File: src/rtl/prog_load_sequencer_pkg.sv
// Shared definitions for the program-load sequencer: FSM state encoding,
// the load-start magic word and the err_code values.
package prog_load_pkg;

    typedef enum logic [2:0] {
        IDLE = 3'd0,
        LEN  = 3'd1,
        DATA = 3'd2,
        CSUM = 3'd3,
        DONE = 3'd4,
        ERR  = 3'd5
    } state_t;

    // Word that opens a load sequence.
    localparam logic [31:0] MAGIC = 32'h5A5A_0001;

    // err_code values reported alongside load_err.
    localparam logic [1:0] ERR_NONE    = 2'd0;
    localparam logic [1:0] ERR_LEN     = 2'd1;
    localparam logic [1:0] ERR_CSUM    = 2'd2;
    localparam logic [1:0] ERR_TIMEOUT = 2'd3;

endpackage

File: src/rtl/prog_load_sequencer_if.sv
// Bus between the UART word FIFO / instruction memory / CPU control and the
// program-load sequencer. master = word source and observers, slave = sequencer.
interface prog_load_sequencer_if #(
    parameter int ADDR_W = 12
);
    logic              word_valid;
    logic [31:0]       word_data;
    logic              word_rdy;
    logic              imem_we;
    logic [ADDR_W-1:0] imem_addr;
    logic [31:0]       imem_wdata;
    logic              state_load_prog;
    logic              load_done;
    logic              load_err;
    logic [1:0]        err_code;

    modport master (
        output word_valid, word_data,
        input  word_rdy, imem_we, imem_addr, imem_wdata,
        input  state_load_prog, load_done, load_err, err_code
    );

    modport slave (
        input  word_valid, word_data,
        output word_rdy, imem_we, imem_addr, imem_wdata,
        output state_load_prog, load_done, load_err, err_code
    );
endinterface

File: src/rtl/prog_load_sequencer_timeout.sv
// Idle-cycle watchdog for the program-load sequencer. Counts consecutive
// enabled cycles without a clear; expired is asserted during the
// TIMEOUT_CYC-th such cycle so the FSM can leave on the following edge.
module prog_timeout_ctr #(
    parameter int TIMEOUT_CYC = 1_000_000
) (
    input  logic clk,
    input  logic Rst,
    input  logic clear,
    input  logic enable,
    output logic expired
);
    localparam int CNT_W = (TIMEOUT_CYC > 1) ? $clog2(TIMEOUT_CYC) : 1;
    localparam logic [CNT_W-1:0] LAST = CNT_W'(TIMEOUT_CYC - 1);

    logic [CNT_W-1:0] cnt_reg;

    // Count idle cycles; any clear or leaving the waiting states restarts it.
    always_ff @(posedge clk or negedge Rst) begin
        if (!Rst) begin
            cnt_reg <= '0;
        end else if (clear || !enable) begin
            cnt_reg <= '0;
        end else if (cnt_reg != LAST) begin
            cnt_reg <= cnt_reg + CNT_W'(1);
        end
    end

    assign expired = enable && !clear && (cnt_reg == LAST);
endmodule

File: src/rtl/prog_load_sequencer.sv
// Program-load sequencer: accepts MAGIC, a length N and N payload words from
// the UART word FIFO, writes them to instruction memory from address 0 and
// holds the CPU in reset while loading.
// Optional feature macro PROG_CHECKSUM_EN: when defined, a trailing mod-2^32
// checksum word is consumed and compared; when undefined, the load finishes
// directly after the N-th payload word.
module prog_load_sequencer
    import prog_load_pkg::*;
#(
    parameter int ADDR_W      = 12,
    parameter int MAX_WORDS   = 4096,
    parameter int TIMEOUT_CYC = 1_000_000
) (
    input  logic                 clk,
    input  logic                 Rst,
    prog_load_sequencer_if.slave bus
);
    localparam int IDX_W = $clog2(MAX_WORDS + 1);

    state_t            state_reg, state_next;
    logic              rdy_en_reg;
    logic [IDX_W-1:0]  len_reg;
    logic [IDX_W-1:0]  idx_reg;
    logic              imem_we_reg;
    logic [ADDR_W-1:0] imem_addr_reg;
    logic [31:0]       imem_wdata_reg;
    logic              load_err_reg;
    logic [1:0]        err_code_reg;

    logic              word_rdy;
    logic              xfer;
    logic              wait_state;
    logic              len_valid;
    logic              last_word;
    logic              magic_hit;
    logic              err_set;
    logic [1:0]        err_code_next;
    logic              tmo_clear;
    logic              tmo_expired;

`ifdef PROG_CHECKSUM_EN
    logic [31:0]       sum_reg;
`endif

    // States in which the sequencer is waiting on the word stream.
    assign wait_state = (state_reg == LEN) || (state_reg == DATA) || (state_reg == CSUM);
    // rdy_en_reg keeps word_rdy low until the first edge after reset release.
    assign word_rdy   = rdy_en_reg && ((state_reg == IDLE) || wait_state);
    assign xfer       = bus.word_valid && word_rdy;
    assign len_valid  = (bus.word_data != 32'd0) && (bus.word_data <= 32'(MAX_WORDS));
    assign last_word  = (idx_reg + IDX_W'(1)) == len_reg;
    assign tmo_clear  = xfer || !wait_state;

    prog_timeout_ctr #(
        .TIMEOUT_CYC (TIMEOUT_CYC)
    ) u_timeout (
        .clk     (clk),
        .Rst     (Rst),
        .clear   (tmo_clear),
        .enable  (wait_state),
        .expired (tmo_expired)
    );

    // State register.
    always_ff @(posedge clk or negedge Rst) begin
        if (!Rst) begin
            state_reg  <= IDLE;
            rdy_en_reg <= 1'b0;
        end else begin
            state_reg  <= state_next;
            rdy_en_reg <= 1'b1;
        end
    end

    // Next-state logic plus error / magic decode.
    always_comb begin
        state_next    = state_reg;
        magic_hit     = 1'b0;
        err_set       = 1'b0;
        err_code_next = ERR_NONE;
        case (state_reg)
            IDLE: begin
                if (xfer && (bus.word_data == MAGIC)) begin
                    state_next = LEN;
                    magic_hit  = 1'b1;
                end
            end
            LEN: begin
                if (xfer) begin
                    if (len_valid) begin
                        state_next = DATA;
                    end else begin
                        state_next    = ERR;
                        err_set       = 1'b1;
                        err_code_next = ERR_LEN;
                    end
                end else if (tmo_expired) begin
                    state_next    = ERR;
                    err_set       = 1'b1;
                    err_code_next = ERR_TIMEOUT;
                end
            end
            DATA: begin
                if (xfer) begin
                    if (last_word) begin
`ifdef PROG_CHECKSUM_EN
                        state_next = CSUM;
`else
                        state_next = DONE;
`endif
                    end
                end else if (tmo_expired) begin
                    state_next    = ERR;
                    err_set       = 1'b1;
                    err_code_next = ERR_TIMEOUT;
                end
            end
            CSUM: begin
`ifdef PROG_CHECKSUM_EN
                if (xfer) begin
                    if (bus.word_data == sum_reg) begin
                        state_next = DONE;
                    end else begin
                        state_next    = ERR;
                        err_set       = 1'b1;
                        err_code_next = ERR_CSUM;
                    end
                end else if (tmo_expired) begin
                    state_next    = ERR;
                    err_set       = 1'b1;
                    err_code_next = ERR_TIMEOUT;
                end
`else
                state_next = IDLE;
`endif
            end
            DONE:    state_next = IDLE;
            ERR:     state_next = IDLE;
            default: state_next = IDLE;
        endcase
    end

    // Latch the payload length and restart the write index on a valid length.
    always_ff @(posedge clk or negedge Rst) begin
        if (!Rst) begin
            len_reg <= '0;
            idx_reg <= '0;
        end else if ((state_reg == LEN) && xfer && len_valid) begin
            len_reg <= IDX_W'(bus.word_data);
            idx_reg <= '0;
        end else if ((state_reg == DATA) && xfer) begin
            idx_reg <= idx_reg + IDX_W'(1);
        end
    end

    // Registered instruction-memory write port: one strobe per payload word.
    always_ff @(posedge clk or negedge Rst) begin
        if (!Rst) begin
            imem_we_reg    <= 1'b0;
            imem_addr_reg  <= '0;
            imem_wdata_reg <= '0;
        end else begin
            imem_we_reg <= 1'b0;
            if ((state_reg == DATA) && xfer) begin
                imem_we_reg    <= 1'b1;
                imem_addr_reg  <= ADDR_W'(idx_reg);
                imem_wdata_reg <= bus.word_data;
            end
        end
    end

`ifdef PROG_CHECKSUM_EN
    // Running mod-2^32 sum of payload words, restarted at each length word.
    always_ff @(posedge clk or negedge Rst) begin
        if (!Rst) begin
            sum_reg <= '0;
        end else if ((state_reg == LEN) && xfer) begin
            sum_reg <= '0;
        end else if ((state_reg == DATA) && xfer) begin
            sum_reg <= sum_reg + bus.word_data;
        end
    end
`endif

    // Sticky error flag and code; a new MAGIC clears them.
    always_ff @(posedge clk or negedge Rst) begin
        if (!Rst) begin
            load_err_reg <= 1'b0;
            err_code_reg <= ERR_NONE;
        end else if (err_set) begin
            load_err_reg <= 1'b1;
            err_code_reg <= err_code_next;
        end else if (magic_hit) begin
            load_err_reg <= 1'b0;
            err_code_reg <= ERR_NONE;
        end
    end

    assign bus.word_rdy        = word_rdy;
    assign bus.imem_we         = imem_we_reg;
    assign bus.imem_addr       = imem_addr_reg;
    assign bus.imem_wdata      = imem_wdata_reg;
    assign bus.state_load_prog = wait_state || (state_reg == DONE);
    assign bus.load_done       = (state_reg == DONE);
    assign bus.load_err        = load_err_reg;
    assign bus.err_code        = err_code_reg;
endmodule
File: src/flat_wrapper.sv
// flat-port wrapper written by rule: the top's interface ports become plain ports
module prog_load_sequencer_flat import prog_load_pkg::*;
#(
    parameter int ADDR_W      = 12,
    parameter int MAX_WORDS   = 4096,
    parameter int TIMEOUT_CYC = 1_000_000
)
  (clk, Rst, bus_word_valid, bus_word_data, bus_word_rdy, bus_imem_we, bus_imem_addr, bus_imem_wdata, bus_state_load_prog, bus_load_done, bus_load_err, bus_err_code);
  prog_load_sequencer_if #(.ADDR_W(ADDR_W)) bus_i ();
  input  logic clk;
  input  logic Rst;
  input wire logic [$bits(bus_i.word_valid)-1:0] bus_word_valid;
  input wire logic [$bits(bus_i.word_data)-1:0] bus_word_data;
  output wire logic [$bits(bus_i.word_rdy)-1:0] bus_word_rdy;
  output wire logic [$bits(bus_i.imem_we)-1:0] bus_imem_we;
  output wire logic [$bits(bus_i.imem_addr)-1:0] bus_imem_addr;
  output wire logic [$bits(bus_i.imem_wdata)-1:0] bus_imem_wdata;
  output wire logic [$bits(bus_i.state_load_prog)-1:0] bus_state_load_prog;
  output wire logic [$bits(bus_i.load_done)-1:0] bus_load_done;
  output wire logic [$bits(bus_i.load_err)-1:0] bus_load_err;
  output wire logic [$bits(bus_i.err_code)-1:0] bus_err_code;
  assign bus_i.word_valid = bus_word_valid;
  assign bus_i.word_data = bus_word_data;
  assign bus_word_rdy = bus_i.word_rdy;
  assign bus_imem_we = bus_i.imem_we;
  assign bus_imem_addr = bus_i.imem_addr;
  assign bus_imem_wdata = bus_i.imem_wdata;
  assign bus_state_load_prog = bus_i.state_load_prog;
  assign bus_load_done = bus_i.load_done;
  assign bus_load_err = bus_i.load_err;
  assign bus_err_code = bus_i.err_code;
  prog_load_sequencer #(.ADDR_W(ADDR_W), .MAX_WORDS(MAX_WORDS), .TIMEOUT_CYC(TIMEOUT_CYC)) u_core (.clk(clk), .Rst(Rst), .bus(bus_i));
endmodule
File: config.mk
export PLATFORM = sky130hd
export DESIGN_NAME = prog_load_sequencer_flat
export DESIGN_NICKNAME = d
export VERILOG_FILES = /design/src/rtl/prog_load_sequencer_pkg.sv /design/src/rtl/prog_load_sequencer_if.sv /design/src/rtl/prog_load_sequencer_timeout.sv /design/src/rtl/prog_load_sequencer.sv /design/src/flat_wrapper.sv
export SDC_FILE = /design/constraint.sdc
export NUM_CORES = 1
export LEC_CHECK = 0
export ABC_AREA = 1
export ABC_CLOCK_PERIOD_IN_PS = 3500
export CAP_MARGIN = 20
export CORE_MARGIN = 2
export CORE_UTILIZATION = 45
export DETAILED_ROUTE_END_ITERATION = 6
export HOLD_SLACK_MARGIN = 0.05
export PLACE_DENSITY = 0.72
export SLEW_MARGIN = 20
export SYNTH_ARGS = -nofsm -noshare
export SYNTH_HDL_FRONTEND = slang
export SYNTH_HIERARCHICAL = 1
export SYNTH_SLANG_ARGS = --single-unit
File: constraint.sdc
create_clock -name clk -period 3.5 [get_ports clk]
set_clock_uncertainty 0.1 [all_clocks]
set_input_delay 0.525 -clock clk [delete_from_list [all_inputs] [get_ports clk]]
set_output_delay 0.525 -clock clk [all_outputs]
set_load 0.02 [all_outputs]
==> qor.yml, run 1 <==
postRouteAntennaNets: 0
num_antenna_cells: 0
clk_pin_slew_worst_paths_ns: 0.10
crit_chain: "nor2_1 > inv_1 > nor2_1 > or2_2 > clkdlybuf4s50_1"
synthTopCellsByArea: "dfrtp_1 (48%), nand2_1 (15%), nor2_1 (6.0%)"
yosys.cell_types.count: 37
path_common_cell: "nor2_1"
antenna_found_initial: 0
synth-async-reset-ratio_pct: 100
slew_viol_final: 0
root_buffer: "clkbuf_8"
drive_gt1_share_pct: 8.85
place.gp.congestion: 0.899
clk_latency_ns: 0.37
power.total_mw: 3.45
final-instance-count-excl-fill: 897
period_share_pct: 72.0
drc: 0
largest_reg_flops: 32
whs_ns: 0.0650
cts_tree: "built"
postPlaceCellArea_um2: 6040
maxClockFrequency_ghz: 0.397
reg2reg_from: "u_core/state_reg[2]$_DFFE_PN0P_"
grt_pass1_vias: 4366
rsz0062_at_grt: "false"
track_usage_pct: 21.0
numPortBuffers: 85
p_clk_share_pct: 22.5
avgSynthCellArea_um2: 7.58
synth-seq-cells: 97
finalSetupViolCount: 0
viasPerCell: 4.99
startpoint: "u_core/state_reg[1]$_DFFE_PN0P_"
synth_nets: 704
synth_area_um2: 5060
layout_common_cells: "nand2_1 (207), dfrtp_1 (97), clkdlybuf4s50_1 (84)"
startpoint_type: "register"
place_ws_ns: 0.657
combPwrFrac_pct: 33.9
drt_first_pass_iters: 5
die_area_um2: 12100
die_x_um: 110
internal_power_mw: 2.27
post-dp-hpwl_um: 8720
clockBufferDepth: 2
period_needed_ns: 2.52
p_sw_mw: 1.19
power_switching_share_pct: 34.4
min_path_type: "input pin to async pin"
ios: 86
worst_slew_pin_slew_ns: 0.565
num_vias: 4474
post-route-cell-area_um2: 6250
cts_buffers: 9
grt_overflow: 0
synth_enable_flop_cells: 0
layout.nets: 789
ys_warn_count: 6
cpPeakStageDelay_ns: 0.60
power.density_nw_per_um2: 553
tns_ns: 0
relSlewSlack_pct: 62.0
first_iter_violations: 266
synth_top_area_share_pct: 48.0
placed_cells: 881
postCtsHoldBufs: 0
cpMaxStageDelayCell: "clkdlybuf4s50_1"
syn2layout_area_growth_pct: 23.6
fillers: 1035
rows: 38
synthCells: 667
ys.flop_type: "dfrtp_1"
ir_drop_mv: 0.421
seqPwrFrac_pct: 43.6
crit_type: "register to primary output"
start_util_pct: 46.4
hold_viol_final: 0
maxCapViolations: 0
cts.sinks: 97
cts_setup_buffers: 0
die_h_um: 110
cp.arrival_ns: 1.89
status: "finished, final reports clean"
cts_max_level: 3
setup_ws_ns: 0.981
cts_resized: 0
path_max_fanout: 4
grt_pass1_wl_um: 19800
post-route-util_pct: 57.4
synth_seq_area_share_pct: 48.0
required_ns: 2.87
grt_max_degree: 98
yosys.area.top_type: "dfrtp_1"
layout_commonest_cell: "nand2_1"
core_um2: 10900
wl_per_cell_um: 12.8
leakage_nw: 2.93
end_kind: "primary output"
routed_wl_um: 11500
-- area by class of cell --
class	count	area [um2]	area share [%]
sequential	97	2430	38.8
multi-input combinational	471	2220	35.5
timing repair buffer	91	906	14.5
inverter	82	308	4.93
tap	140	175	2.80
clock buffer	11	151	2.42
clock inverter	5	61.3	0.981
-- worst max-delay path, delay by kind of cell (launching register included) --
family / cells / cell delay [ns]
AND/OR/NAND/NOR: 3 / 0.43
buffers and inverters: 2 / 0.68
flip-flops: 1 / 0.42
-- power by group through the flow --
stage,Sequential [mW],Clock [mW],Combinational (mW)
after CTS,1.51,0.799,1.18
after floorplan,1.76,0,0.343
after global placement,1.52,0,1.17
after detailed placement,1.52,0,1.18
final,1.50,0.779,1.17
after global routing,1.54,0.845,1.28
-- synthesized netlist by cell type (2+ instances only) --
cell	n
a21oi_1	17
buf_2	7
buf_4	2
buf_6	3
clkbuf_1	5
clkinv_1	2
dfrtp_1	97
ha_1	2
inv_1	75
inv_2	5
nand2_1	207
nand2_2	6
nand3_1	44
nand3b_1	3
nand4_1	14
nor2_1	81
nor2_2	4
nor2_4	5
nor3_1	8
o21ai_0	34
o21ai_1	10
o21ai_2	13
or2_2	5
xnor2_1	2
xor2_1	4
-- final timing paths --
check                                                         to  slack [ns]  depth (start not counted)
setup / recovery                             bus_state_load_prog        0.98                          5
min in group clk           u_core/bus.imem_wdata[24]$_DFFE_PN0P_        0.38                          2
hold reg to reg            u_core/bus.imem_wdata[24]$_DFFE_PN0P_        0.38                          2
max in group asynchronous   u_core/bus.imem_wdata[8]$_DFFE_PN0P_        2.82                          2
setup reg to reg                   u_core/idx_reg[0]$_DFFE_PN0P_        1.26                         10
hold / removal               u_core/bus.imem_addr[9]$_DFFE_PN0P_        0.07                          2
-- cell families (layout without fill, tap and decap cells) --
kind of cell	Yosys count	after routing	synth area share, %
AO/OA/AOI/OAI	78	78	9.08
XOR/XNOR	6	6	1.04
adder cells (fa/ha/maj)	2	2	0.495
buffers and inverters	99	189	8.11
flip-flops	97	97	48.0
other	1	1	0.0741
AND/OR/NAND/NOR	384	384	33.2
-- metal layers --
layer | vias up | part of all wire [%] | global-route usage (%)
li1 | 2275 | - | -
met1 | 2082 | 46 | 28.5
met2 | 105 | 46 | 32.8
met3 | 12 | 6.4 | 5.41
met4 | 0 | 1.3 | 7.23
met5 | - | 0 | 0
(Power assumes the default switching activity.)
==> inputs of run 2 (changes only) <==
Settings changed: ABC_CLOCK_PERIOD_IN_PS 3500 to 2350.
Clock period 3.5 ns to 2.35 ns, I/O delays scaled along.
==> run 2 against run 1 <==
Sequential cell count did not move. Setup slack worse by 0.81 ns. Register-to-register slack lost 0.98 ns. Clock-buffer cell count down 1. Critical path type unchanged. Critical endpoint is now bus_load_done. Largest cell class unchanged.
==> qor.yml, run 2 (synthesis gave the netlist of run 1 again) <==
cpPeakStageDelay_ns: 0.63  # +0.03 ns
viasPerCell: 4.92  # -1.4%
largest_reg_flops: 32  # unchanged
post-route-cell-area_um2: 6270  # +0.40%
num_vias: 4446  # -0.63%
layout_commonest_cell: "nand2_1"
cts_setup_buffers: 0  # unchanged
die_x_um: 110  # unchanged
place_ws_ns: 0.0712  # -0.586 ns
layout.nets: 796  # +0.89%
relSlewSlack_pct: 61.1  # -0.92 points
hold_viol_final: 0  # unchanged
antenna_found_initial: 0  # unchanged
layout_common_cells: "nand2_1 (207), dfrtp_1 (97), clkdlybuf4s50_1 (83)"
wl_per_cell_um: 13.1  # +2.0%
required_ns: 1.90  # -0.97 ns
post-dp-hpwl_um: 8930  # +2.5%
slew_viol_final: 0  # unchanged
rows: 38  # unchanged
use_met2_pct: 33.6  # +0.74 points
clk_pin_slew_worst_paths_ns: 0.09  # about the same
drc: 0  # unchanged
postPlaceCellArea_um2: 6080  # +0.75%
period_share_pct: 92.9
use_met3_pct: 5.47  # +0.059 points
power.density_nw_per_um2: 797  # +44%
ios: 86  # unchanged
path_common_cell: "nor2_1"
post-route-util_pct: 57.6  # +0.23 points
clockBufferDepth: 2  # unchanged
critPathTopFamily: "buffers and inverters"
root_buffer: "clkbuf_8"
drt_first_pass_iters: 6  # +1
power.total_mw: 5.00  # +45%
cts_tree: "built"
maxCapViolations: 0  # unchanged
met1_usage_pct: 28.9  # +0.40 points
final-instance-count-excl-fill: 904  # +0.78%
startpoint_type: "register"
grt_overflow: 0  # unchanged
path_max_fanout: 4  # unchanged
finalSetupViolCount: 0  # unchanged
grt_busiest_layer: "met2"
num_antenna_cells: 0  # unchanged
grt_pass1_wl_um: 20100  # +1.6%
die_area_um2: 12100  # unchanged
whs_ns: 0.378  # +0.313 ns
end_kind: "primary output"
die_h_um: 110  # unchanged
setup_ws_ns: 0.167  # -0.814 ns
grt_max_degree: 62  # -37%
fillers: 1020  # -1.4%
period_needed_ns: 2.18
worst_slew_pin_slew_ns: 0.584  # +0.0187 ns
cts_max_level: 3  # unchanged
tns_ns: 0  # unchanged
cpMaxStageDelayCell: "clkdlybuf4s50_1"
grt_pass1_vias: 4282  # -1.9%
clk_latency_ns: 0.37  # about the same
crit_type: "register to primary output"
cp.arrival_ns: 1.73  # -0.16 ns
cts.sinks: 97  # unchanged
crit_chain: "nor2_1 > inv_1 > nor2_1 > clkdlybuf4s50_1"
drive_gt1_share_pct: 9.55  # +0.70 points
numPortBuffers: 85  # unchanged
rsz0062_at_grt: "false"
cts_buffers: 9  # unchanged
leakage_nw: 2.96  # +1.0%
routed_wl_um: 11800  # +2.8%
crit_buf_inv: 2  # unchanged
first_iter_violations: 215  # -19%
status: "finished, final reports clean"
core_um2: 10900  # unchanged
postRouteAntennaNets: 0  # unchanged
maxClockFrequency_ghz: 0.458
track_usage_pct: 21.4  # +0.43 points
syn2layout_area_growth_pct: 24.0
place.gp.congestion: 0.839  # -6.7%
ir_drop_mv: 0.646  # +54%
min_path_type: "register to register"
start_util_pct: 46.4  # unchanged
placed_cells: 887  # +0.68%
[run 2: cell types whose count changed in the layout (fill, tap and decap cells not counted), sizes merged]
cell / before / now
clkinvlp: 0 / 2
bufinv: 1 / 0
dlymetal6s2s: 0 / 1
buf: 7 / 13
clkinv: 4 / 5
inv: 82 / 81
clkbuf: 11 / 10
clkdlybuf4s50: 84 / 83
dlygate4sd3: 0 / 1
[run 2: path summary, 6_finish.rpt]
kind / start / end / slack, ns / cells after the start
max: u_core/state_reg[1]$_DFFE_PN0P_ / bus_load_done / 0.17 / 4
min: u_core/bus.imem_wdata[24]$_DFFE_PN0P_ / u_core/bus.imem_wdata[24]$_DFFE_PN0P_ / 0.38 / 2
max reg2reg: u_core/idx_reg[0]$_DFFE_PN0P_ / u_core/state_reg[0]$_DFFE_PN0P_ / 0.28 / 13
min reg2reg: u_core/bus.imem_wdata[24]$_DFFE_PN0P_ / u_core/bus.imem_wdata[24]$_DFFE_PN0P_ / 0.38 / 2
max in group asynchronous: Rst / u_core/bus.imem_wdata[23]$_DFFE_PN0P_ / 1.04 / 3
min in group asynchronous: Rst / u_core/idx_reg[6]$_DFFE_PN0P_ / 0.42 / 2
[run 2: per-layer routing]
metal | vias to the layer above | part of all wire [%]
met5 | - | 0
met4 | 0 | 1.6
met3 | 14 | 5.4
met2 | 96 | 46
met1 | 2055 | 47
li1 | 2281 | -
[run 2: final cells by class]
class | instances | area [um2] | area share, %
inverter | 82 | 308 | 4.91
clock buffer | 10 | 138 | 2.19
tap | 140 | 175 | 2.79
clock inverter | 6 | 42.5 | 0.678
timing repair buffer | 98 | 963 | 15.4
sequential | 97 | 2430 | 38.7
multi-input combinational | 471 | 2220 | 35.4
[run 2: worst reg2reg max path, stage by stage, from the launching register on]
cell,delay [ns]
dfrtp_1,0.48
ha_1,0.24
nand3_1,0.16
inv_2,0.12
nand2_1,0.05
nand2_1,0.10
nand2_1,0.06
nand2_1,0.05
nand3_1,0.10
nor2_1,0.10
nand4_1,0.14
nand2_1,0.12
nand2_1,0.08
nor2_1,0.09
[run 2: power breakdown]
group | switching [mW] | internal (mW)
logic | 0.945 | 0.814
registers | 0.223 | 2.01
clock network | 0.595 | 0.415
total | 1.76 | 3.24
[run 2: what timing repair did]
| action | 4_1_cts | 5_1_grt |
|---|---|---|
| hold endpoints to repair | 42 | 0 |
| setup endpoints to repair | 0 | 1 |
| resized for setup | 0 | 1 |
| hold buffers | 1 | 0 |
==> inputs of run 3 (changes only) <==
Settings changed: ABC_CLOCK_PERIOD_IN_PS 2350 to 1800, CAP_MARGIN 20 to unset, CTS_CLUSTER_SIZE set to 30, PLACE_DENSITY 0.72 to 0.75.
Clock period 2.35 ns to 1.8 ns, I/O delays scaled along.
==> run 3 against run 2 <==
The run now ends with setup timing left. Power up 41%. Wire length is 11% higher. Die area did not move. Via count rose by 10%. Sequential power up 31%. Register-to-register slack worse by 0.39 ns. Worst hold slack got worse by 0.19 ns. Sequential share of layout area shrank 4.0 points. Highest routed layer unchanged. First-iteration DRC count increased by 23%. Clock power is 50% higher. Critical path depth increased by 9. Sequential cell count unchanged.
==> qor.yml, run 3 (synthesis gave the netlist of run 1 again) <==
status: "finished, violations left"
violations: "setup timing"
final-instance-count-excl-fill: 977  # +8.1%
leakage_nw: 3.42  # +16%
required_ns: 2.01  # +0.11 ns
post-dp-hpwl_um: 9720  # +8.8%
layout_commonest_cell: "nand2_1"
setup_ws_ns: -0.114  # -0.281 ns
postRouteAntennaNets: 0  # unchanged
antenna_found_initial: 0  # unchanged
start_util_pct: 46.4  # unchanged
use_met3_pct: 5.11  # -0.35 points
first_iter_violations: 265  # +23%
period_share_pct: 106
drive_gt1_share_pct: 19.8  # +10 points
largest_reg_flops: 32  # unchanged
placed_cells: 952  # +7.3%
layout.nets: 869  # +9.2%
end_kind: "register"
drt_first_pass_iters: 4  # -2
cts_tree: "built"
syn2layout_area_growth_pct: 38.3
power.total_mw: 7.04  # +41%
layout_common_cells: "nand2_1 (202), dfrtp_1 (96), buf_4 (81)"
maxCapViolations: 0  # unchanged
maxClockFrequency_ghz: 0.523
crit_type: "register to register"
die_area_um2: 12100  # unchanged
rows: 38  # unchanged
viasPerCell: 5.01  # +1.9%
cts_max_level: 3  # unchanged
die_h_um: 110  # unchanged
slew_viol_final: 0  # unchanged
core_um2: 10900  # unchanged
multi_input_area_um2: 2290  # +3.4%
drc: 0  # unchanged
place_ws_ns: -0.285  # -0.356 ns
num_vias: 4894  # +10%
num_antenna_cells: 0  # unchanged
use_met2_pct: 38.6  # +5.0 points
clk_pin_slew_worst_paths_ns: 0.10  # about the same
cts_buffers: 9  # unchanged
period_needed_ns: 1.91
seq_area_um2: 2430  # about the same
finalSetupViolCount: 3  # +3
reg2reg_from: "u_core/idx_reg[0]$_DFFE_PN0P_"
grt_pass1_wl_um: 22200  # +11%
clk_latency_ns: 0.38  # about the same
startpoint_type: "register"
wl_per_cell_um: 13.4  # +2.4%
place.gp.congestion: 0.907  # +8.1%
startpoint: "u_core/idx_reg[0]$_DFFE_PN0P_"
post-route-util_pct: 64.2  # +6.6 points
clockBufferDepth: 2  # unchanged
fillers: 928  # -9.0%
min_path_type: "input pin to async pin"
die_x_um: 110  # unchanged
tns_ns: -0.262  # -0.262 ns
grt_max_degree: 60  # -3.2%
root_buffer: "clkbuf_8"
cts.sinks: 97  # unchanged
power.density_nw_per_um2: 1010  # +26%
met1_usage_pct: 30.7  # +1.8 points
grt_busiest_layer: "met2"
grt_overflow: 0  # unchanged
path_max_fanout: 6  # +2
grt_pass1_vias: 4848  # +13%
rsz0062_at_grt: "true"
ir_drop_mv: 0.803  # +24%
ios: 86  # unchanged
routed_wl_um: 13100  # +11%
hold_viol_final: 0  # unchanged
numPortBuffers: 85  # unchanged
cp.arrival_ns: 2.12  # +0.39 ns
track_usage_pct: 23.4  # +2.0 points
[run 3: cell types whose count changed in the layout (fill, tap and decap cells not counted), moves of 5 or more]
cell / change
buf_4: +69
nor2_1: -6
nand2_1: -5
clkdlybuf4s50_1: -8
nor2_2: +5
dlymetal6s2s_1: +5
[run 3: worst max-delay path: stages (launching register included)]
cell,delay [ns]
dfrtp_1,0.43
buf_6,0.14
inv_4,0.04
nor2_4,0.20
nand2_4,0.10
o21ai_4,0.18
nand2_1,0.07
nand2_1,0.05
nand2_1,0.05
nor2_1,0.08
nand4_1,0.12
nand2_1,0.12
nand2_2,0.07
nor2_2,0.10
[run 3: final timing paths]
path / end / slack (ns) / cells past startpoint
setup reg to reg: u_core/state_reg[0]$_DFFE_PN0P_ / -0.11 / 13
min in group clk: u_core/bus.imem_wdata[16]$_DFFE_PN0P_ / 0.35 / 3
hold / removal: u_core/bus.imem_wdata[7]$_DFFE_PN0P_ / 0.19 / 2
max in group asynchronous: u_core/bus.imem_we$_DFF_PN0_ / 0.83 / 3
setup / recovery: u_core/state_reg[0]$_DFFE_PN0P_ / -0.11 / 13
hold reg to reg: u_core/bus.imem_wdata[31]$_DFFE_PN0P_ / 0.38 / 2
[run 3: metal layers]
metal	routed length, um	vias to the layer above
li1	-	2426
met2	6420	112
met5	0	-
met3	654	11
met1	5820	2345
met4	191	0
[run 3: metrics by stage]
stage          cell area (um2)  hold WS [ns]
6_report                  6990         0.188
5_1_grt                   6990         0.184
4_1_cts                   6930         0.174
3_5_place_dp              6610        0.0444
3_3_place_gp              6610        0.0400
2_1_floorplan             5060        -0.126
[run 3: cell type report]
type | instances | share of cell area [%]
sequential | 97 | 34.7
multi-input combinational | 471 | 32.8
timing repair buffer | 171 | 22.4
inverter | 82 | 4.53
tap | 140 | 2.50
clock buffer | 10 | 1.97
clock inverter | 6 | 1.07
[run 3: power by group]
group / internal (mW) / switching, mW
logic: 1.27 / 1.33
clock network: 0.699 / 0.811
registers: 2.62 / 0.307
[run 3: what timing repair did]
item	4_1_cts	5_1_grt
endpoints found under the hold margin	97	0
pin swaps	4	10
hold buffers	1	0
resized for setup	26	20
endpoints found under the setup margin	8	39
buffers inserted	7	1
